==> src/rtl/phi_sync_blink.sv <==
// Input conditioning for the CPU-bus FPGA: synchronizes PHI and async CPU signals into
// the i_clk domain, produces PHI edge pulses and derives two blink signals from a
// PHI rising-edge counter.
module phi_sync_blink #(
  parameter int unsigned WIDTH       = 20,
  parameter int unsigned SYNC_STAGES = 2,   // legal range 2..4
  parameter int unsigned CNT_WIDTH   = 24,
  parameter int unsigned BLINK1_BIT  = 23,  // must be < CNT_WIDTH
  parameter int unsigned BLINK2_BIT  = 22   // must be < CNT_WIDTH
) (
  input  logic             i_clk,
  input  logic             i_rst_n,
  input  logic             i_phi,
  input  logic [WIDTH-1:0] i_async,
  output logic [WIDTH-1:0] o_sync,
  output logic             o_phi_sync,
  output logic             o_phi_rise,
  output logic             o_phi_fall,
  output logic             o_blink1,
  output logic             o_blink2
);

  // PHI rides along as the top bit so every bit gets its own identical flop chain.
  localparam int unsigned SyncW = WIDTH + 1;

  logic [SyncW-1:0]     sync_d [SYNC_STAGES];
  logic [SyncW-1:0]     sync_q [SYNC_STAGES];
  logic                 phi_sync;
  logic                 phi_prev_d, phi_prev_q;
  logic                 rise_d, rise_q;
  logic                 fall_d, fall_q;
  logic [CNT_WIDTH-1:0] cnt_d, cnt_q;

  assign phi_sync = sync_q[SYNC_STAGES-1][WIDTH];

  // Shift chain: stage 0 is the only one allowed to go metastable.
  always_comb begin
    sync_d[0] = {i_phi, i_async};
    for (int s = 1; s < SYNC_STAGES; s++) begin
      sync_d[s] = sync_q[s-1];
    end
  end

  // Edge detection on the synchronized PHI and the rise-driven counter.
  always_comb begin
    phi_prev_d = phi_sync;
    rise_d     = phi_sync & ~phi_prev_q;
    fall_d     = ~phi_sync & phi_prev_q;
    cnt_d      = cnt_q + {{(CNT_WIDTH-1){1'b0}}, rise_q};
  end

  // Synchronizer stages.
  always_ff @(posedge i_clk or negedge i_rst_n) begin
    if (!i_rst_n) begin
      for (int s = 0; s < SYNC_STAGES; s++) begin
        sync_q[s] <= '0;
      end
    end else begin
      for (int s = 0; s < SYNC_STAGES; s++) begin
        sync_q[s] <= sync_d[s];
      end
    end
  end

  // Edge pulse registers and blink counter.
  always_ff @(posedge i_clk or negedge i_rst_n) begin
    if (!i_rst_n) begin
      phi_prev_q <= 1'b0;
      rise_q     <= 1'b0;
      fall_q     <= 1'b0;
      cnt_q      <= '0;
    end else begin
      phi_prev_q <= phi_prev_d;
      rise_q     <= rise_d;
      fall_q     <= fall_d;
      cnt_q      <= cnt_d;
    end
  end

  assign o_sync     = sync_q[SYNC_STAGES-1][WIDTH-1:0];
  assign o_phi_sync = phi_sync;
  assign o_phi_rise = rise_q;
  assign o_phi_fall = fall_q;
  // Straight register bits, so the blink outputs cannot glitch.
  assign o_blink1   = cnt_q[BLINK1_BIT];
  assign o_blink2   = cnt_q[BLINK2_BIT];

endmodule

==> config.mk <==
export PLATFORM = sky130hd
export DESIGN_NAME = phi_sync_blink
export DESIGN_NICKNAME = d
export VERILOG_FILES = /design/src/rtl/phi_sync_blink.sv
export SDC_FILE = /design/constraint.sdc
export NUM_CORES = 1
export LEC_CHECK = 0
export BUFFER_PORTS_ARGS = -buffer_cell sky130_fd_sc_hd__buf_2
export CAP_MARGIN = 0
export CORE_MARGIN = 10
export CORE_UTILIZATION = 48
export DETAILED_ROUTE_END_ITERATION = 8
export GPL_TIMING_DRIVEN = 0
export PLACE_DENSITY = 0.72
export REMOVE_ABC_BUFFERS = 1
export SYNTH_ARGS = -nofsm -noshare
export SYNTH_HDL_FRONTEND = slang
export SYNTH_SLANG_ARGS = --single-unit
==> constraint.sdc <==
create_clock -name i_clk -period 2.12 [get_ports i_clk]
set_clock_uncertainty 0.15 [all_clocks]
set_input_delay 0.106 -clock i_clk [delete_from_list [all_inputs] [get_ports i_clk]]
set_output_delay 0.106 -clock i_clk [all_outputs]
set_load 0.01 [all_outputs]
### Yosys cells after proc, flatten, opt, wreduce, memory -nomap -nowiden

Cells that the tools add are included.

* bits in registers: 69
* latch bits: 0
* memory bits (writable): 0
* bits in read-only memories: 0
* bits of input ports: 23
* output and inout bits: 25
* word-level logic and storage cells: 11
* memories kept: 0

* add/subtract/negate cells: 1
* $mul: 0
* divide/modulo/power cells: 0
* magnitude comparators: 0
* equality and inequality tests: 0
* shift operators: 0
* multiplexer cells: 0
* bitwise logic cells: 4
* reduce and logical (&&, ||, !) cells: 0

Operators by type and width (count)
* adder 24 x 1 -> 24 bit: 1
* bitwise AND 1 bit: 2
* inverter 1 bit: 2

### Logic depth before layout (Yosys ltp)

* depth in word-level cells: 2
* gate-level depth with buffers: 6
* mapped depth without buffers: 6

### Least setup slack after synthesis

Ideal clock, no wire load.

* path kind: reg2reg
* start: reg rise_q, in the netlist o_phi_rise
* end: reg cnt_q[18]
* library setup time: 0.079 ns
* data arrival time: 1.426 ns
* data required time: 1.891 ns
* path slack: 0.465 ns
* stages on the path, launching flop included: 7
* path buffers: 0
* clock period less this slack: 1.655 ns
* cells stage by stage: dfrtp_1 -> ha_1 -> ha_1 -> and3_1 -> nand3_4 -> nor3_1 -> xor2_1

* cells in the longest elaborated chain, start to end: 1

RTL lines
* from (decl): RTL line 30 `logic rise_d, rise_q;`
* from (signal assigned): RTL line 74 `rise_q <= rise_d;`
* adder 24 x 1 -> 24 bit: RTL line 49 `cnt_d = cnt_q + {{(CNT_WIDTH-1){1'b0}}, rise_q};`
* named net cnt_d[18]: RTL line 32 `logic [CNT_WIDTH-1:0] cnt_d, cnt_q;`
* to (signal assigned): RTL line 76 `cnt_q <= cnt_d;`
* to (decl): RTL line 32

The timed path passes the listed nets, and every way through them passes these cells.

### Worst setup path in the final report

* start: reg rise_q, in the netlist o_phi_rise
* end: reg cnt_q[16]

The elaborated chain is that of the path after synthesis.

==> impl_metrics.toml <==
[run_status]
run_status = "completed"

[floorplanning]
die_w_um = 88.9
core_area_um2 = 4660
die-height_um = 88.9
floorplan.rows = 25
io_pins = 48
dieArea_um2 = 7900
start_util = 0.489

[finish]
post_layout_nonfiller_instances = 274
design.final.nets = 241
final_layout_size_suffix_gt1_frac = 0.345
multi_input_comb_area_um2 = 526
antenna-diode-count = 0
final_cell_mix = "69 x sky130_fd_sc_hd__dfrtp_1, 46 x sky130_fd_sc_hd__buf_2, 22 x sky130_fd_sc_hd__dlygate4sd3_1, 11 x sky130_fd_sc_hd__xor2_1, 11 x sky130_fd_sc_hd__xnor2_1"
sequential_cell_area_um2 = 1730
area_delta_synth_final_pct = 32.4
layout.cells.most_common = "sky130_fd_sc_hd__dfrtp_1"
n_fill_cell = 326

[worst_setup_path]
worstPathMaxFanout = 7
cp_slowest_cell = "sky130_fd_sc_hd__dfrtp_1"
timing.critical_path.max_delay_family = "simple AND/OR/NAND/NOR gates"
timing.critical_path.to_type = "flip-flop"
worst_path_required_ps = 2230
timing.critical_path.slowest_cell_delay_ps = 380
data_arrival_time_of_the_worst_path_ps = 1920
cp_cell_sequence = "ha_1 -> ha_1 -> and3_1 -> nand3_4 -> nor3_1 -> xor2_1"
criticalPathCategory = "reg2reg"
critPathLaunchType = "flip-flop"
worstPathBufferInverterCount = 0
worst_path_most_repeated_cell = "sky130_fd_sc_hd__ha_1"

[route]
vias = 1291
wl_per_cell_um = 16.3
antenna_violating_nets_post_route = 0
post_drt_via_cell_ratio = 4.71
route.final.wire_length_um = 4450
drt_pass1_iterations = 3
route.detailed.drc = 0
initialDrtViolationCount = 38

[power_and_ir_drop]
power_leakage_nw = 1.46
clockPowerShare = 0.425
power.ir.vdd_worst_mv = 0.623
p_seq_frac = 0.515
comb_power_share = 0.060
net-switching-power_mw = 0.654
power.switching_fraction = 0.229
power_density_nw_per_um2 = 947
internal_power_mw = 2.20

[grt]
globalRoute.totalOverflow = 0
grt_max_degree = 70
grt_pass1_wl_um = 7600
antenna_found_initial = 0
globalRouteTotalUtil = 0.130
first_global_vias = 1530

[clock_tree]
cts.path.max_buffers = 2
insertion_delay_ps = 340
cts.clk_slew.worst_paths_ps = 80
sinks_on_clock_net = 69
numCtsBuffers = 9
cts.htree.levels = 3
tritoncts = "done"
cts_root_buf = "sky130_fd_sc_hd__clkbuf_8"
post_cts_repair_resize_count = 0
cts_setup_buffers = 0

[timing]
final-setup-viol-count = 0
rsz0062_at_grt = "no"
finalSetupTns_ps = 0
final-max-slew-violation-count = 0
min_period_ps = 1810
tightest_slew_ps = 824
fraction_of_the_cycle_the_final_worst_path_needs = 0.854
slew-limit-headroom = 0.451
clock.fmax_mhz = 552
final-hold-violation-count = 0

[place]
place.detailed.instances = 236
dp.final_hpwl_um = 2710
io_buffer_count = 47
gpl_wtd_cong = 0.750

[yosys]
postSynthAreaPerCell_um2 = 16.6
synth.ff_latch_count = 69
synth_sequential_area_ratio = 0.758
synth_cells = 137
synthesis.area_um2 = 2280
synthesis.yosys.warnings = 0
synth_cell_types = 21

[worst_hold_path]
holdCritPathClass = "reg2reg"

[flow_run]
drv.max_cap_violation_count = 0
==> cell usage after synthesis, drive strengths merged <==
cell	n	area, um2
nor2	2	7.51
xor2	11	96.3
nor2b	2	12.5
and3	5	38.8
and4	2	17.5
ha	3	37.5
nand2	7	26.3
buf	2	18.8
dfrtp	69	1730
nor3	8	65.1
nand3	9	87.6
xnor2	11	96.3
nor4	1	21.3
inv	2	7.51
nand4	3	18.8
==> flip-flops by register name, summed over array words and instances (netlist names) <==
signal / cells
cnt_q: 24
sync_d: 21
o_sync: 20
o_phi_fall: 1
o_phi_rise: 1
o_phi_sync: 1
phi_prev_q: 1
==> kinds of logic after synthesis <==
family	after synthesis	share of synthesized area
XOR/XNOR	22	0.0846
adder cells (fa/ha/maj)	3	0.0165
buffers and inverters	4	0.0115
flip-flops	69	0.758
AND/OR/NAND/NOR	39	0.130
==> final cells by class <==
type                            instances  area share
Inverter                                2     0.00249
Multi-Input combinational cell         64       0.174
Tap cell                               54      0.0224
Timing Repair Buffer                   69       0.152
Clock buffer                           10      0.0456
Sequential cell                        69       0.572
Clock inverter                          6      0.0311
==> layer usage <==
metal / wire [um] / track usage
met1: 1760 / 0.139
met3: 435 / 0.0811
met5: 0 / 0
met4: 60 / 0.0485
met2: 2190 / 0.205
==> power groups by stage <==
stage               logic, mW  registers (mW)  clock network (mW)
floorplan              0.0452            1.49                   0
global placement        0.132            1.48                   0
detailed placement      0.142            1.49                   0
CTS                     0.172            1.47                1.24
global route            0.195            1.48                1.31
finish                  0.172            1.47                1.21
==> worst register-to-register path, stage by stage (launching register included) <==
cell	delay [ps]
sky130_fd_sc_hd__dfrtp_1	380
sky130_fd_sc_hd__ha_1	170
sky130_fd_sc_hd__ha_1	170
sky130_fd_sc_hd__and3_1	290
sky130_fd_sc_hd__nand3_4	160
sky130_fd_sc_hd__nor3_1	230
sky130_fd_sc_hd__xor2_1	180
==> through the flow <==
| stage | hold WS (ps) | setup slack (ps) | util | cell area [um2] | total power [mW] |
|---|---|---|---|---|---|
| 6_report | 201 | 310 | 0.647 | 3020 | 2.86 |
| 5_1_grt | 207 | 186 | 0.647 | 3020 | 2.99 |
| 4_1_cts | 14.5 | 292 | 0.645 | 3000 | 2.88 |
| 3_5_place_dp | 65.4 | 318 | 0.550 | 2560 | 1.63 |
| 3_3_place_gp | 63.2 | 392 | 0.550 | 2560 | 1.61 |
| 2_1_floorplan | -340 | 454 | - | 2260 | 1.54 |
==> timing repair <==
| action | 4_1_cts | 5_1_grt |
|---|---|---|
| endpoints found under the hold margin | 21 | 69 |
| hold buffers | 21 | 1 |
| endpoints found under the setup margin | 0 | 0 |
==> final timing paths <==
check                                startpoint                    to  slack (ps)  cells after the start
setup / recovery           o_phi_rise$_DFF_PN0_   cnt_q[16]$_DFF_PN0_         310                      6
hold / removal             sync_d[19]$_DFF_PN0_  o_sync[19]$_DFF_PN0_         200                      0
setup reg to reg           o_phi_rise$_DFF_PN0_   cnt_q[16]$_DFF_PN0_         310                      6
hold reg to reg            sync_d[19]$_DFF_PN0_  o_sync[19]$_DFF_PN0_         200                      0
max in group asynchronous               i_rst_n   cnt_q[10]$_DFF_PN0_        1020                      2
min in group asynchronous               i_rst_n    cnt_q[7]$_DFF_PN0_         240                      2
(Power assumes the default switching activity.)
